[src/rtl/adc_readout_sequencer_pkg.sv]
// Shared constants and helpers for the CFEB readout timing sequencer.
// Default geometry matches the CFEB top level (six ADCs, slot 1 preset on SYNC).
package adc_readout_sequencer_pkg;

    localparam int NCH_DEFAULT         = 6;
    localparam int PRESET_SLOT_DEFAULT = 1;
    localparam int NCH_MAX             = 16;
    localparam int SLOT_W_MAX          = 4;

    function automatic int clog2(input int n);
        int w;
        w = 0;
        while ((1 << w) < n) begin
            w = w + 1;
        end
        return w;
    endfunction

    function automatic logic [NCH_MAX-1:0] onehot_dec(input logic [SLOT_W_MAX-1:0] idx);
        logic [NCH_MAX-1:0] oh;
        oh      = '0;
        oh[idx] = 1'b1;
        return oh;
    endfunction

endpackage

[src/rtl/tmr_reg.sv]
// State register with optional triple redundancy; the voted value is both the
// output and the only value the surrounding next-state logic ever sees.
module tmr_reg #(
    parameter int               WIDTH   = 1,
    parameter bit               TMR     = 1'b0,
    parameter logic [WIDTH-1:0] RST_VAL = '0
) (
    input  logic             CLK,
    input  logic             ld_edg_rst,
    input  logic [WIDTH-1:0] d,
    output logic [WIDTH-1:0] q
);

    if (TMR) begin : g_tmr
        logic [WIDTH-1:0] copy_a_q, copy_b_q, copy_c_q;

        // NOTE: sequential state uses non-blocking assignments so every flop samples pre-edge values.
        always_ff @(posedge CLK or posedge ld_edg_rst) begin
            if (ld_edg_rst) begin
                copy_a_q <= RST_VAL;
                copy_b_q <= RST_VAL;
                copy_c_q <= RST_VAL;
            end else begin
                copy_a_q <= d;
                copy_b_q <= d;
                copy_c_q <= d;
            end
        end

        // Bitwise majority: a single upset copy is outvoted and rewritten next edge.
        assign q = (copy_a_q & copy_b_q) | (copy_a_q & copy_c_q) | (copy_b_q & copy_c_q);
    end else begin : g_plain
        logic [WIDTH-1:0] reg_q;

        always_ff @(posedge CLK or posedge ld_edg_rst) begin
            if (ld_edg_rst) begin
                reg_q <= RST_VAL;
            end else begin
                reg_q <= d;
            end
        end

        assign q = reg_q;
    end

endmodule

[src/rtl/adc_readout_sequencer.sv]
// CFEB readout timing sequencer: rotating ADC output-enable ring, phase-locked
// ADCCLK, LPUSH_B frame strobe, delayed END toggle and sticky load overrun.
module adc_readout_sequencer
    import adc_readout_sequencer_pkg::*;
#(
    parameter int NCH          = NCH_DEFAULT,
    parameter int PRESET_SLOT  = PRESET_SLOT_DEFAULT,
    parameter int ADC_HI_START = 3,
    parameter int END_DLY      = 5,
    parameter bit TMR          = 1'b0
) (
    input  logic                  CLK,
    input  logic                  ld_edg_rst,
    input  logic                  SYNC,
    input  logic [NCH-1:0]        CH_MASK,
    input  logic                  XLOAD,
    input  logic                  PUSH,
    input  logic                  SENDCHECK,
    input  logic                  LASTWORD,
    output logic [NCH-1:0]        OEN_B,
    output logic                  ADCCLK,
    output logic                  LPUSH_B,
    output logic                  END,
    output logic [clog2(NCH)-1:0] SLOT,
    output logic                  OVERRUN
);

    localparam int            SW        = clog2(NCH);
    localparam logic [SW-1:0] LAST_SLOT = SW'(NCH - 1);
    localparam logic [SW-1:0] PRESET    = SW'(PRESET_SLOT);

    logic [SW-1:0]      slot_q, slot_d;
    logic               armed_q, armed_d;
    logic               push_lat_q, push_lat_d;
    logic               load_pend_q, load_pend_d;
    logic               lw_q, lw_d;

    logic [NCH-1:0]     oen_b_q, oen_b_d;
    logic               adcclk_q, adcclk_d;
    logic               lpush_b_q, lpush_b_d;
    logic               overrun_q, overrun_d;
    logic [END_DLY-1:0] end_dly_q, end_dly_d;

    logic               fb;
    logic               win;

    tmr_reg #(.WIDTH(SW), .TMR(TMR), .RST_VAL(PRESET)) u_slot (
        .CLK(CLK), .ld_edg_rst(ld_edg_rst), .d(slot_d), .q(slot_q)
    );
    tmr_reg #(.WIDTH(1), .TMR(TMR), .RST_VAL(1'b0)) u_armed (
        .CLK(CLK), .ld_edg_rst(ld_edg_rst), .d(armed_d), .q(armed_q)
    );
    tmr_reg #(.WIDTH(1), .TMR(TMR), .RST_VAL(1'b0)) u_push_lat (
        .CLK(CLK), .ld_edg_rst(ld_edg_rst), .d(push_lat_d), .q(push_lat_q)
    );
    tmr_reg #(.WIDTH(1), .TMR(TMR), .RST_VAL(1'b0)) u_load_pend (
        .CLK(CLK), .ld_edg_rst(ld_edg_rst), .d(load_pend_d), .q(load_pend_q)
    );
    tmr_reg #(.WIDTH(1), .TMR(TMR), .RST_VAL(1'b0)) u_lw (
        .CLK(CLK), .ld_edg_rst(ld_edg_rst), .d(lw_d), .q(lw_q)
    );

    // NOTE: every signal written here is assigned on every path, so no latch is inferred.
    always_comb begin
        fb = (slot_q == LAST_SLOT) && !SYNC;

        if (SYNC) begin
            slot_d = PRESET;
        end else if (slot_q == LAST_SLOT) begin
            slot_d = '0;
        end else begin
            slot_d = slot_q + SW'(1);
        end

        armed_d     = fb ? (load_pend_q | XLOAD) : armed_q;
        push_lat_d  = fb ? PUSH : push_lat_q;
        load_pend_d = fb ? 1'b0 : (load_pend_q | XLOAD);
        overrun_d   = overrun_q | (XLOAD & load_pend_q & !fb);

        lw_d = lw_q ^ (LASTWORD & CH_MASK[slot_q]);

        // Outputs are registered from the next slot so they line up with SLOT.
        oen_b_d  = ~(NCH'(onehot_dec(SLOT_W_MAX'(slot_d))) & CH_MASK);
        adcclk_d = ((int'(slot_d) + NCH - ADC_HI_START) % NCH) < (NCH / 2);

        win       = !SENDCHECK || (slot_q == '0) || (slot_q == LAST_SLOT);
        lpush_b_d = !(armed_q & push_lat_q & win);

        end_dly_d = END_DLY'({end_dly_q, lw_q});
    end

    always_ff @(posedge CLK or posedge ld_edg_rst) begin
        if (ld_edg_rst) begin
            oen_b_q   <= '1;
            adcclk_q  <= 1'b0;
            lpush_b_q <= 1'b1;
            overrun_q <= 1'b0;
            end_dly_q <= '0;
        end else begin
            oen_b_q   <= oen_b_d;
            adcclk_q  <= adcclk_d;
            lpush_b_q <= lpush_b_d;
            overrun_q <= overrun_d;
            end_dly_q <= end_dly_d;
        end
    end

    assign OEN_B   = oen_b_q;
    assign ADCCLK  = adcclk_q;
    assign LPUSH_B = lpush_b_q;
    assign END     = end_dly_q[END_DLY-1];
    assign SLOT    = slot_q;
    assign OVERRUN = overrun_q;

endmodule

[config.mk]
export PLATFORM = sky130hd
export DESIGN_NAME = adc_readout_sequencer
export DESIGN_NICKNAME = d
export VERILOG_FILES = /design/src/rtl/adc_readout_sequencer_pkg.sv /design/src/rtl/tmr_reg.sv /design/src/rtl/adc_readout_sequencer.sv
export SDC_FILE = /design/constraint.sdc
export NUM_CORES = 1
export LEC_CHECK = 0
export ABC_AREA = 1
export CORE_MARGIN = 2
export CORE_UTILIZATION = 35
export CTS_BUF_LIST = sky130_fd_sc_hd__clkbuf_2 sky130_fd_sc_hd__clkbuf_4 sky130_fd_sc_hd__clkbuf_8
export DETAILED_ROUTE_END_ITERATION = 7
export PLACE_DENSITY = 0.67
export SLEW_MARGIN = 25
export SYNTH_ARGS = -nofsm -noshare
export SYNTH_HDL_FRONTEND = slang
export SYNTH_SLANG_ARGS = --single-unit
[constraint.sdc]
create_clock -name CLK -period 4.2 [get_ports CLK]
set_input_delay 0.63 -clock CLK [delete_from_list [all_inputs] [get_ports CLK]]
set_output_delay 0.63 -clock CLK [all_outputs]
set_load 0.01 [all_outputs]
==> results.yml <==
clock_network:
  clk_pin_slew_ps: 110
  clock_tree_from_tritoncts: "yes"
  clock_sinks: 21
  clockRootBuffer: "clkbuf_4"
  cts_buffers: 3
  clk-insertion-delay-late_ps: 290
  post_cts_hold_buffer_count: 0
  buffers_inserted_during_post_cts_setup_optimization: 0
  cts-root-to-sink-buffers: 2
  h-tree-depth: 1
  cts.repair.resized: 0
global_routing:
  vias_in_the_first_global_route: 752
  grt_use_met2: 0.208
  grt_max_degree: 22
  grt_first_pass_wirelength_um: 3130
  initial_antenna_violation_count: 0
  global_route.usage.met1: 0.153
  grt_busiest_layer: "met2"
  globalRouteMet3Util: 0.0134
  overflow: 0
  grt_usage: 0.121
drt:
  first_pass_iters: 4
  routedWlPerCell_um: 11.3
  routed_wl_um: 1860
  dr_total_vias: 776
  drt.antenna.violating_nets: 0
  drt_iter0_drc: 14
  remaining_drc_errors: 0
  route.detailed.vias_per_inst: 4.73
power_and_ir_drop:
  post-layout-total-power_uw: 500
  static_leakage_nw: 0.624
  cellPowerDensity_mw_per_mm2: 381
  worst_ir_drop_vdd_uv: 264
placement:
  port_buffers: 25
  dp_worst_setup_slack_ps: 1010
  hpwl_um: 1490
  routability_congestion: 0.774
  placement.cell_area_mm2: 0.00128
synth:
  post_synth_num_cell_types: 23
  dominantRegCellSynth: "dfrtp_1"
  instance_count_of_the_mapped_netlist: 105
  synth_top_cell_by_area: "dfrtp_1"
  number_of_synthesized_register_bits: 21
  synthTopCellsByArea: "dfrtp_1 32%, dfstp_2 21%, inv_1 6.3%"
  synth_commonest_cells: "17 x inv_1, 17 x nand2_1, 13 x dfrtp_1, 9 x nand3_1, 9 x nor2_1"
  ys.warnings.count: 0
  synth_seq_area_share: 0.532
  synthesized_nets: 123
  post-synth-top-area-fraction: 0.323
  synth_area_per_cell_um2: 9.58
  synthArstFlopShare: 1.00
  mappedNetlistArea_mm2: 0.00101
  synth-edff-count: 0
timing:
  timing.setup.tns_ps: 0
  finalMaxSlewViolations: 0
  worst-slew-pin-transition_ps: 743
  clock_skew_ps: 7.20
  max_freq_mhz: 350
  period_share: 0.681
  timing.slew.headroom: 0.504
  grt_setup_unrepaired: "no"
  hold_violations: 0
  smallest_setup_slack_after_layout_ps: 1340
  min_period_ps: 2860
  final-setup-viol-count: 0
cells_and_area:
  finish.net_count: 152
  synthToLayoutAreaGrowth_pct: 30.3
  antenna_cells: 0
  utilization: 0.480
  area_used_by_multi_input_combinational_logic_um2: 388
  filler_cell_count: 273
  seq_area_um2: 536
  fin_area_mm2: 0.00131
  ratio_of_cells_with_drive_above_1_in_the_final_layout: 0.195
setup_path:
  worst_path_largest_cell_delay_ps: 460
  crit_path_frequent_cell: "nand2_1"
  crit_buf_inv: 6
  crit_cells: 18
  crit_path_max_fanout: 5
  ordered_list_of_cells_on_the_worst_path: "clkdlybuf4s50_1 > inv_1 > nand2_4 > nor3_2 > inv_2 > ha_1 > nand2_1 > nand2_1 > inv_1 > ha_1 > inv_1 > ha_1 > nand3b_1 > inv_1 > nand2_1 > nand2_1 > nand2_1 > a21oi_1"
  timing.critical_path.arrival_ps: 3080
  r2r_start: "u_slot.q[0]"
  timing.reg2reg.setup_slack_ps: 1530
  worstRegToRegCells: 16
  worstPathRequired_ps: 4420
  end_kind: "register"
  critical-path-slowest-cell: "clkdlybuf4s50_1"
  crit_type: "in -> reg"
  worst_r2r_endpoint: "ADCCLK"
  setup.worst_path.start_class: "primary input"
  cpLargestDelayFamily: "buffers and inverters"
hold_path:
  holdPathEnd: "end_dly_q[2]"
  hold_class: "reg -> reg"
  hold_start: "end_dly_q[1]"
  whs_path_depth: 0
floorplanning:
  start_util: 0.368
  floorplan.core_area_mm2: 0.00273
  fp.dieW_um: 57.6
  floorplan.rows: 19
  top_level_ports: 26
  fp.dieH_um: 57.6
  dieArea_mm2: 0.00332
flow_run:
  timing.max_cap.violations: 0
outcome:
  run_status: "finished clean"
## stage by stage
step / std cells / hold slack, ps
after detailed placement: 160 / 338
after floorplan: 105 / 331
after global routing: 164 / 383
final: 164 / 358
after CTS: 164 / 362
after global placement: 160 / 335
## layout make-up
type / instances / area share
clock inverter: 1 / 0.00382
tap: 31 / 0.0296
clock buffer: 3 / 0.0172
multi-input combinational: 64 / 0.296
sequential: 21 / 0.408
timing repair buffer: 25 / 0.191
inverter: 19 / 0.0544
## per-layer routing
metal / vias to the layer above / share of wire
li1: 388 / -
met1: 369 / 0.45
met2: 15 / 0.49
met3: 4 / 0.041
met4: 0 / 0.016
met5: - / 0
## kinds of logic after synthesis
group / count (synthesis) / synth area share
simple gates: 49 / 0.262
flops: 21 / 0.532
fa+ha+maj: 5 / 0.0622
compound gates: 10 / 0.0610
buf+inv: 20 / 0.0821
## flip-flops by register name, summed over array words and instances, names as in the netlist
name / flops
LPUSH_B: 1
end_dly_q: 5
u_slot.q: 3
u_push_lat.q: 1
OVERRUN: 1
u_load_pend.q: 1
ADCCLK: 1
OEN_B: 6
u_lw.q: 1
u_armed.q: 1
## power by group
group / total [mW] / switching, mW / internal [mW]
Sequential: 0.275 / 0.0223 / 0.252
Clock: 0.0927 / 0.0573 / 0.0354
Combinational: 0.133 / 0.0664 / 0.0666
## cell usage in the layout, fill, tap and decap left out, types with 2 or more instances in the layout
master and instances:
clkdlybuf4s50_1 25, inv_1 17, nand2_1 17, dfrtp_1 13
nor2_1 9, nand3_1 9, dfstp_2 8, ha_1 5
o21ai_0 4, nand2_2 3, nand2_4 3, clkbuf_4 3
inv_2 2, nand3b_1 2, nor2_2 2, a21oi_1 2
## worst reg2reg max path, delay by kind of cell (launching register included)
kind	cells	cell delay (ps)
flops	1	680
fa+ha+maj	3	700
compound gates	1	110
buf+inv	4	260
simple gates	8	840
## how the worst max path moves through the flow
stage	slack, ps	start	to
final	1340	SYNC	ADCCLK
after floorplan	1770	SYNC	ADCCLK
after CTS	1320	SYNC	ADCCLK
after global routing	1060	SYNC	ADCCLK
after detailed placement	1010	SYNC	ADCCLK
after global placement	1140	SYNC	ADCCLK
Power figures use the tool's default switching activity.
